`config.mk`:
```
export PLATFORM = sky130hd
export DESIGN_NAME = load_store_unit_flat
export DESIGN_NICKNAME = d
export VERILOG_FILES = /design/src/rtl/load_store_unit_pkg.sv /design/src/rtl/load_store_unit_if.sv /design/src/rtl/load_store_unit_load_align.sv /design/src/rtl/load_store_unit.sv /design/src/flat_wrapper.sv
export SDC_FILE = /design/constraint.sdc
export NUM_CORES = 1
export LEC_CHECK = 0
export CAP_MARGIN = 40
export CORE_MARGIN = 1
export CORE_UTILIZATION = 40
export DETAILED_ROUTE_END_ITERATION = 12
export GPL_TIMING_DRIVEN = 0
export PLACE_DENSITY = 0.74
export RECOVER_POWER = 25
export REMOVE_ABC_BUFFERS = 1
export SLEW_MARGIN = 20
export SYNTH_ARGS = -nofsm -noshare
export SYNTH_HDL_FRONTEND = slang
export SYNTH_HIERARCHICAL = 1
export SYNTH_SLANG_ARGS = --single-unit
```
`constraint.sdc`:
```
create_clock -name clk -period 4.7 [get_ports clk]
set_input_delay 0.705 -clock clk [delete_from_list [all_inputs] [get_ports clk]]
set_output_delay 0.705 -clock clk [all_outputs]
set_load 0.05 [all_outputs]
```
`src/rtl/load_store_unit_pkg.sv`:
```
// Shared definitions for the load/store unit: Funct3 codes, FSM states and
// the store-side byte-enable / lane-replication helpers.
package lsu_pkg;

  localparam logic [2:0] F3_B  = 3'b000;
  localparam logic [2:0] F3_H  = 3'b001;
  localparam logic [2:0] F3_W  = 3'b010;
  localparam logic [2:0] F3_BU = 3'b100;
  localparam logic [2:0] F3_HU = 3'b101;

  typedef enum logic [1:0] {IDLE, REQ, WAIT_R, DONE} lsu_state_t;

  // Byte enables from access size (Funct3[1:0]) and byte offset.
  function automatic logic [3:0] be_gen(input logic [2:0] f3, input logic [1:0] off);
    case (f3[1:0])
      2'b00:   be_gen = 4'b0001 << off;
      2'b01:   be_gen = off[1] ? 4'b1100 : 4'b0011;
      default: be_gen = 4'b1111;
    endcase
  endfunction

  // Replicate the store operand across every lane it may land in.
  function automatic logic [31:0] wdata_rep(input logic [2:0] f3, input logic [31:0] wd);
    case (f3[1:0])
      2'b00:   wdata_rep = {4{wd[7:0]}};
      2'b01:   wdata_rep = {2{wd[15:0]}};
      default: wdata_rep = wd;
    endcase
  endfunction

endpackage

```
`src/rtl/load_store_unit_if.sv`:
```
// Request/grant/response data-memory bus between the LSU (master) and memory.
interface lsu_mem_if #(
  parameter int ADDR_W = 32,
  parameter int DATA_W = 32
);
  logic              mem_req;
  logic              mem_we;
  logic [ADDR_W-1:0] mem_addr;
  logic [3:0]        mem_be;
  logic [DATA_W-1:0] mem_wdata;
  logic              mem_gnt;
  logic              mem_rvalid;
  logic [DATA_W-1:0] mem_rdata;

  modport master (
    output mem_req, mem_we, mem_addr, mem_be, mem_wdata,
    input  mem_gnt, mem_rvalid, mem_rdata
  );

  modport slave (
    input  mem_req, mem_we, mem_addr, mem_be, mem_wdata,
    output mem_gnt, mem_rvalid, mem_rdata
  );
endinterface

```
`src/rtl/load_store_unit_load_align.sv`:
```
// Load formatting: picks the addressed lane of the raw memory word and
// sign- or zero-extends it according to the captured Funct3.
module lsu_load_align import lsu_pkg::*; (
  input  logic [31:0] mem_rdata,
  input  logic [1:0]  offset,
  input  logic [2:0]  funct3,
  output logic [31:0] load_word
);

  logic [7:0]  byte_lane;
  logic [15:0] half_lane;

  // Lane select followed by extension.
  always_comb begin
    case (offset)
      2'd0:    byte_lane = mem_rdata[7:0];
      2'd1:    byte_lane = mem_rdata[15:8];
      2'd2:    byte_lane = mem_rdata[23:16];
      default: byte_lane = mem_rdata[31:24];
    endcase
    half_lane = offset[1] ? mem_rdata[31:16] : mem_rdata[15:0];
    case (funct3)
      F3_B:    load_word = {{24{byte_lane[7]}}, byte_lane};
      F3_BU:   load_word = {24'b0, byte_lane};
      F3_H:    load_word = {{16{half_lane[15]}}, half_lane};
      F3_HU:   load_word = {16'b0, half_lane};
      default: load_word = mem_rdata;
    endcase
  end

endmodule

```
`src/rtl/load_store_unit.sv`:
```
// MEM-stage load/store unit: turns pipeline load/store requests into one
// request-grant-response bus transaction at a time and stalls until done.
module load_store_unit import lsu_pkg::*; #(
  parameter int ADDR_W = 32,
  parameter int DATA_W = 32
) (
  input  logic              clk,
  input  logic              rst_n,
  input  logic              MemRead,
  input  logic              MemWrite,
  input  logic [2:0]        Funct3,
  input  logic [ADDR_W-1:0] a,
  input  logic [DATA_W-1:0] wd,
  output logic [DATA_W-1:0] rd,
  output logic              rd_valid,
  output logic              stall,
  output logic              misaligned,
  output logic              illegal,
  lsu_mem_if.master         mem
);

  lsu_state_t        state_q, state_d;
  logic              mem_req_q, mem_req_d;
  logic              mem_we_q, mem_we_d;
  logic [ADDR_W-1:0] mem_addr_q, mem_addr_d;
  logic [3:0]        mem_be_q, mem_be_d;
  logic [DATA_W-1:0] mem_wdata_q, mem_wdata_d;
  logic [2:0]        f3_q, f3_d;
  logic [1:0]        off_q, off_d;
  logic [DATA_W-1:0] rd_q, rd_d;
  logic              rd_valid_q, rd_valid_d;

  logic              access, bad_f3, illegal_acc, misal_acc, legal_acc, in_idle;
  logic [DATA_W-1:0] load_word;

  lsu_load_align u_align (
    .mem_rdata (mem.mem_rdata),
    .offset    (off_q),
    .funct3    (f3_q),
    .load_word (load_word)
  );

  // Decode the presented access and derive the combinational status outputs.
  always_comb begin
    access = MemRead | MemWrite;
    bad_f3 = 1'b1;
    if (MemRead) begin
      case (Funct3)
        F3_B, F3_H, F3_W, F3_BU, F3_HU: bad_f3 = 1'b0;
        default:                        bad_f3 = 1'b1;
      endcase
    end else if (MemWrite) begin
      case (Funct3)
        F3_B, F3_H, F3_W: bad_f3 = 1'b0;
        default:          bad_f3 = 1'b1;
      endcase
    end
    illegal_acc = access & ((MemRead & MemWrite) | bad_f3);
    misal_acc   = access & ~illegal_acc &
                  (((Funct3[1:0] == 2'b01) & a[0]) |
                   ((Funct3[1:0] == 2'b10) & (a[1:0] != 2'b00)));
    legal_acc   = access & ~illegal_acc & ~misal_acc;
    in_idle     = (state_q == IDLE);
    // Status is forced low while reset is held, even with an access present.
    stall       = rst_n & ((in_idle & legal_acc) | (state_q == REQ) | (state_q == WAIT_R));
    misaligned  = rst_n & in_idle & misal_acc;
    illegal     = rst_n & in_idle & illegal_acc;
  end

  // Next-state and next-output computation for the transaction FSM.
  always_comb begin
    state_d     = state_q;
    mem_req_d   = mem_req_q;
    mem_we_d    = mem_we_q;
    mem_addr_d  = mem_addr_q;
    mem_be_d    = mem_be_q;
    mem_wdata_d = mem_wdata_q;
    f3_d        = f3_q;
    off_d       = off_q;
    rd_d        = rd_q;
    rd_valid_d  = 1'b0;
    case (state_q)
      IDLE: begin
        if (legal_acc) begin
          state_d     = REQ;
          mem_req_d   = 1'b1;
          mem_we_d    = MemWrite;
          mem_addr_d  = {a[ADDR_W-1:2], 2'b00};
          mem_be_d    = be_gen(Funct3, a[1:0]);
          mem_wdata_d = wdata_rep(Funct3, wd);
          f3_d        = Funct3;
          off_d       = a[1:0];
        end
      end
      REQ: begin
        if (mem.mem_gnt) begin
          mem_req_d = 1'b0;
          state_d   = mem_we_q ? DONE : WAIT_R;
        end
      end
      WAIT_R: begin
        if (mem.mem_rvalid) begin
          rd_d       = load_word;
          rd_valid_d = 1'b1;
          state_d    = DONE;
        end
      end
      default: state_d = IDLE;
    endcase
  end

  // State and registered-output flops.
  always_ff @(posedge clk or negedge rst_n) begin
    if (!rst_n) begin
      state_q     <= IDLE;
      mem_req_q   <= 1'b0;
      mem_we_q    <= 1'b0;
      mem_addr_q  <= '0;
      mem_be_q    <= 4'b0;
      mem_wdata_q <= '0;
      f3_q        <= 3'b0;
      off_q       <= 2'b0;
      rd_q        <= '0;
      rd_valid_q  <= 1'b0;
    end else begin
      state_q     <= state_d;
      mem_req_q   <= mem_req_d;
      mem_we_q    <= mem_we_d;
      mem_addr_q  <= mem_addr_d;
      mem_be_q    <= mem_be_d;
      mem_wdata_q <= mem_wdata_d;
      f3_q        <= f3_d;
      off_q       <= off_d;
      rd_q        <= rd_d;
      rd_valid_q  <= rd_valid_d;
    end
  end

  assign mem.mem_req   = mem_req_q;
  assign mem.mem_we    = mem_we_q;
  assign mem.mem_addr  = mem_addr_q;
  assign mem.mem_be    = mem_be_q;
  assign mem.mem_wdata = mem_wdata_q;
  assign rd            = rd_q;
  assign rd_valid      = rd_valid_q;

endmodule

```
`src/flat_wrapper.sv`:
```
// flat-port wrapper written by rule: the top's interface ports become plain ports
module load_store_unit_flat import lsu_pkg::*;
#(
  parameter int ADDR_W = 32,
  parameter int DATA_W = 32
)
  (clk, rst_n, MemRead, MemWrite, Funct3, a, wd, rd, rd_valid, stall, misaligned, illegal, mem_mem_req, mem_mem_we, mem_mem_addr, mem_mem_be, mem_mem_wdata, mem_mem_gnt, mem_mem_rvalid, mem_mem_rdata);
  lsu_mem_if #(.ADDR_W(ADDR_W), .DATA_W(DATA_W)) mem_i ();
  input  logic clk;
  input  logic rst_n;
  input  logic MemRead;
  input  logic MemWrite;
  input  logic [2:0] Funct3;
  input  logic [ADDR_W-1:0] a;
  input  logic [DATA_W-1:0] wd;
  output logic [DATA_W-1:0] rd;
  output logic rd_valid;
  output logic stall;
  output logic misaligned;
  output logic illegal;
  output wire logic [$bits(mem_i.mem_req)-1:0] mem_mem_req;
  output wire logic [$bits(mem_i.mem_we)-1:0] mem_mem_we;
  output wire logic [$bits(mem_i.mem_addr)-1:0] mem_mem_addr;
  output wire logic [$bits(mem_i.mem_be)-1:0] mem_mem_be;
  output wire logic [$bits(mem_i.mem_wdata)-1:0] mem_mem_wdata;
  input wire logic [$bits(mem_i.mem_gnt)-1:0] mem_mem_gnt;
  input wire logic [$bits(mem_i.mem_rvalid)-1:0] mem_mem_rvalid;
  input wire logic [$bits(mem_i.mem_rdata)-1:0] mem_mem_rdata;
  assign mem_mem_req = mem_i.mem_req;
  assign mem_mem_we = mem_i.mem_we;
  assign mem_mem_addr = mem_i.mem_addr;
  assign mem_mem_be = mem_i.mem_be;
  assign mem_mem_wdata = mem_i.mem_wdata;
  assign mem_i.mem_gnt = mem_mem_gnt;
  assign mem_i.mem_rvalid = mem_mem_rvalid;
  assign mem_i.mem_rdata = mem_mem_rdata;
  load_store_unit #(.ADDR_W(ADDR_W), .DATA_W(DATA_W)) u_core (.clk(clk), .rst_n(rst_n), .MemRead(MemRead), .MemWrite(MemWrite), .Funct3(Funct3), .a(a), .wd(wd), .rd(rd), .rd_valid(rd_valid), .stall(stall), .misaligned(misaligned), .illegal(illegal), .mem(mem_i));
endmodule
```
==> flow_summary.toml <==
[setup_path]
cp_slowest_cell = "clkdlybuf4s50_1"
cp-end-kind = "output port"
r2r_start = "u_core/state_q[0]"
cp_common_cell = "clkdlybuf4s50_1"
cp.required_ps = 3990
path_class = "input port to output port"
path_max_fanout = 26
r2r-end = "u_core/mem.mem_wdata[5]"
reg2reg_depth = 7
cpPeakStageDelay_ps = 810
crit_chain = "clkdlybuf4s50_1, or2_1, a2111oi_4, and2_4, o31a_1, clkdlybuf4s50_1"
start_kind = "input port"
cp.arrival_ps = 3480
r2r_slack_ps = 2050

[placed_design]
portBuffers = 208
dp_cells = 825
placed_cell_area_um2 = 7740
dp_hpwl_um = 11400
place_congestion = 0.819

[route]
dr.first_iter.drc_count = 273
vias = 4602
drc = 0
wl_per_cell_um = 18.9
viasPerCell = 5.47
routed_wirelength_um = 15900
first_pass_iters = 5
ant_nets = 0

[synthesis]
synth_ff_type = "dfrtp_1"
synth_warnings = 6
synth_top_area_share_pct = 48.2
ys_async_sr_fraction_pct = 100
synth_cells = 471
synth_most_common_cell = "dfrtp_1"
postSynthAreaPerCell_um2 = 11.9
synth_area_leaders = "dfrtp_1 48%, mux2_2 10%, mux2_1 7.6%, a21oi_1 4.8%, mux2i_1 4.5%"
yosys-top-cells-count = "108 x dfrtp_1, 54 x a21oi_1, 50 x mux2_2"
synth_seq_cells = 108
yosys.cell_types.count = 44
synth_area_leader_cell = "dfrtp_1"
synth-edff-count = 0
synthesis.area_um2 = 5610
yosysSeqAreaShare_pct = 48.2

[sta]
maxSlewViolCount = 0
finalHoldViolations = 0
rsz0062_at_grt = "false"
min_period_over_period_pct = 89.0
fmax_mhz = 239
worst_pin_slew_ps = 822
clock-skew-final_ps = 8.28
fin_hold_ws_ps = 294
fin_crit_ps = 4180
relSlewSlack_pct = 45.0
setup_violations = 0

[floorplan]
die_h_um = 120
io_pins = 211
core_um2 = 13500
rows = 42
die_area_um2 = 14500
start_util_pct = 41.7
die_x_um = 120

[clock_tree]
htree_levels = 3
cts-root-buf = "clkbuf_16"
clk_pin_slew_ps = 70
cts_tree = "yes"
cts_made_buffers = 9
cts.sinks = 108
postCtsSetupBuffers = 0
clock_latency_ps = 350
cts_buffer_depth = 2

[global_routing]
grt_pass1_vias = 4770
grt_antenna_before_repair = 0
grt_pass1_wl_um = 24800
grt_use_total_pct = 22.2
grt_max_degree = 64
gr-total-overflow = 0

[pwr]
p_per_area_nw_per_um2 = 800
peakVddDrop_mv = 0.492
total_power_w = 0.00644
leakagePower_nw = 3.36

[final_layout]
fillers = 1144
postLayoutCoreUtil_pct = 59.8
fin_cells = 842
drive_gt1_share_pct = 13.1
antennaDiodeCount = 0
final_nets = 770
syn2layout_area_growth_pct = 43.5
postLayoutCellArea_um2 = 8050

[hold_path]
hold_class = "input port to asynchronous set/reset pin"

[run]
cap_violations = 0

[outcome]
outcome = "complete, no violations"
==> layout make-up <==
class	instances	area, um2	share of cell area, %
inverter	19	71.3	0.886
sequential	108	2700	33.6
multi-input combinational	308	2570	32.0
clock buffer	9	225	2.80
clock inverter	7	75.1	0.933
timing repair buffer	215	2180	27.1
tap	176	220	2.74
==> critical path, delay by kind of cell <==
family / cells / cell delay, ps
compound gates: 2 / 770
simple gates: 2 / 750
buf+inv: 2 / 1240
==> power breakdown <==
part           internal [W]  switching, W  total [W]
Combinational       0.00145       0.00251    0.00396
Clock              0.000417      0.000352   0.000769
Sequential          0.00139      0.000314    0.00171
==> routing by layer <==
metal,GRT usage [%],up-vias,routed length [um]
li1,-,2091,-
met1,26.2,2251,6210
met2,35.7,236,7390
met3,9.01,24,1910
met4,9.49,0,368
met5,0,-,0
==> sequential cells by signal, summed over array words and instances (netlist names) <==
| name | cells |
|---|---|
| u_core/mem.mem_wdata | 32 |
| u_core/rd | 32 |
| u_core/mem.mem_addr | 30 |
| u_core/mem.mem_be | 4 |
| u_core/f3_q | 3 |
| u_core/off_q | 2 |
| u_core/state_q | 2 |
| u_core/mem.mem_req | 1 |
| u_core/mem.mem_we | 1 |
| u_core/rd_valid | 1 |
==> worst max path at each step <==
stage / slack, ps / start / end
floorplan: -40 / Funct3[0] / stall
CTS: 260 / Funct3[0] / stall
finish: 520 / Funct3[2] / stall
global placement: -2670 / Funct3[1] / stall
global route: 380 / Funct3[2] / stall
detailed placement: -160 / Funct3[0] / stall
==> layout by cell type, fill, tap and decap left out, types with 2 or more instances in the layout <==
| master | count |
|---|---|
| o21ai_0 | 11 |
| inv_6 | 2 |
| nand2b_1 | 2 |
| a211oi_1 | 2 |
| dfrtp_1 | 108 |
| clkinv_4 | 2 |
| o22ai_1 | 16 |
| nor2_1 | 31 |
| mux2_2 | 50 |
| clkbuf_16 | 9 |
| nand2_1 | 16 |
| a311oi_1 | 7 |
| o31a_1 | 3 |
| mux2_4 | 2 |
| mux4_1 | 7 |
| buf_8 | 2 |
| o221ai_2 | 4 |
| clkdlybuf4s50_1 | 205 |
| mux2_1 | 38 |
| buf_4 | 2 |
| a31oi_1 | 3 |
| a221oi_1 | 3 |
| a21oi_1 | 54 |
| ha_1 | 4 |
| nor2b_1 | 10 |
| o221ai_1 | 3 |
| inv_1 | 17 |
| mux2i_1 | 25 |
| clkinv_2 | 2 |
| conb_1 | 2 |
| buf_6 | 2 |
==> cells by family after synthesis <==
kind of cell    count (synthesis)  share of synthesized area, %
fa+ha+maj                       4                         0.893
compound gates                113                          13.3
buf+inv                        56                          6.09
simple gates                   66                          5.29
xor+xnor                        1                         0.156
flops                         108                          48.2
mux                           122                          26.0
other cells                     1                        0.0669
==> timing repair <==
item                       4_1_cts  5_1_grt
setup endpoints to repair        1        0
hold buffers                     0        0
resized for setup                1        0
==> stage by stage <==
stage	setup slack [ps]	TNS [ps]
6_report	515	0
2_1_floorplan	-35.5	-35.5
4_1_cts	257	0
3_3_place_gp	-2670	-264100
5_1_grt	381	0
3_5_place_dp	-157	-157
Power figures use the tool's default switching activity.
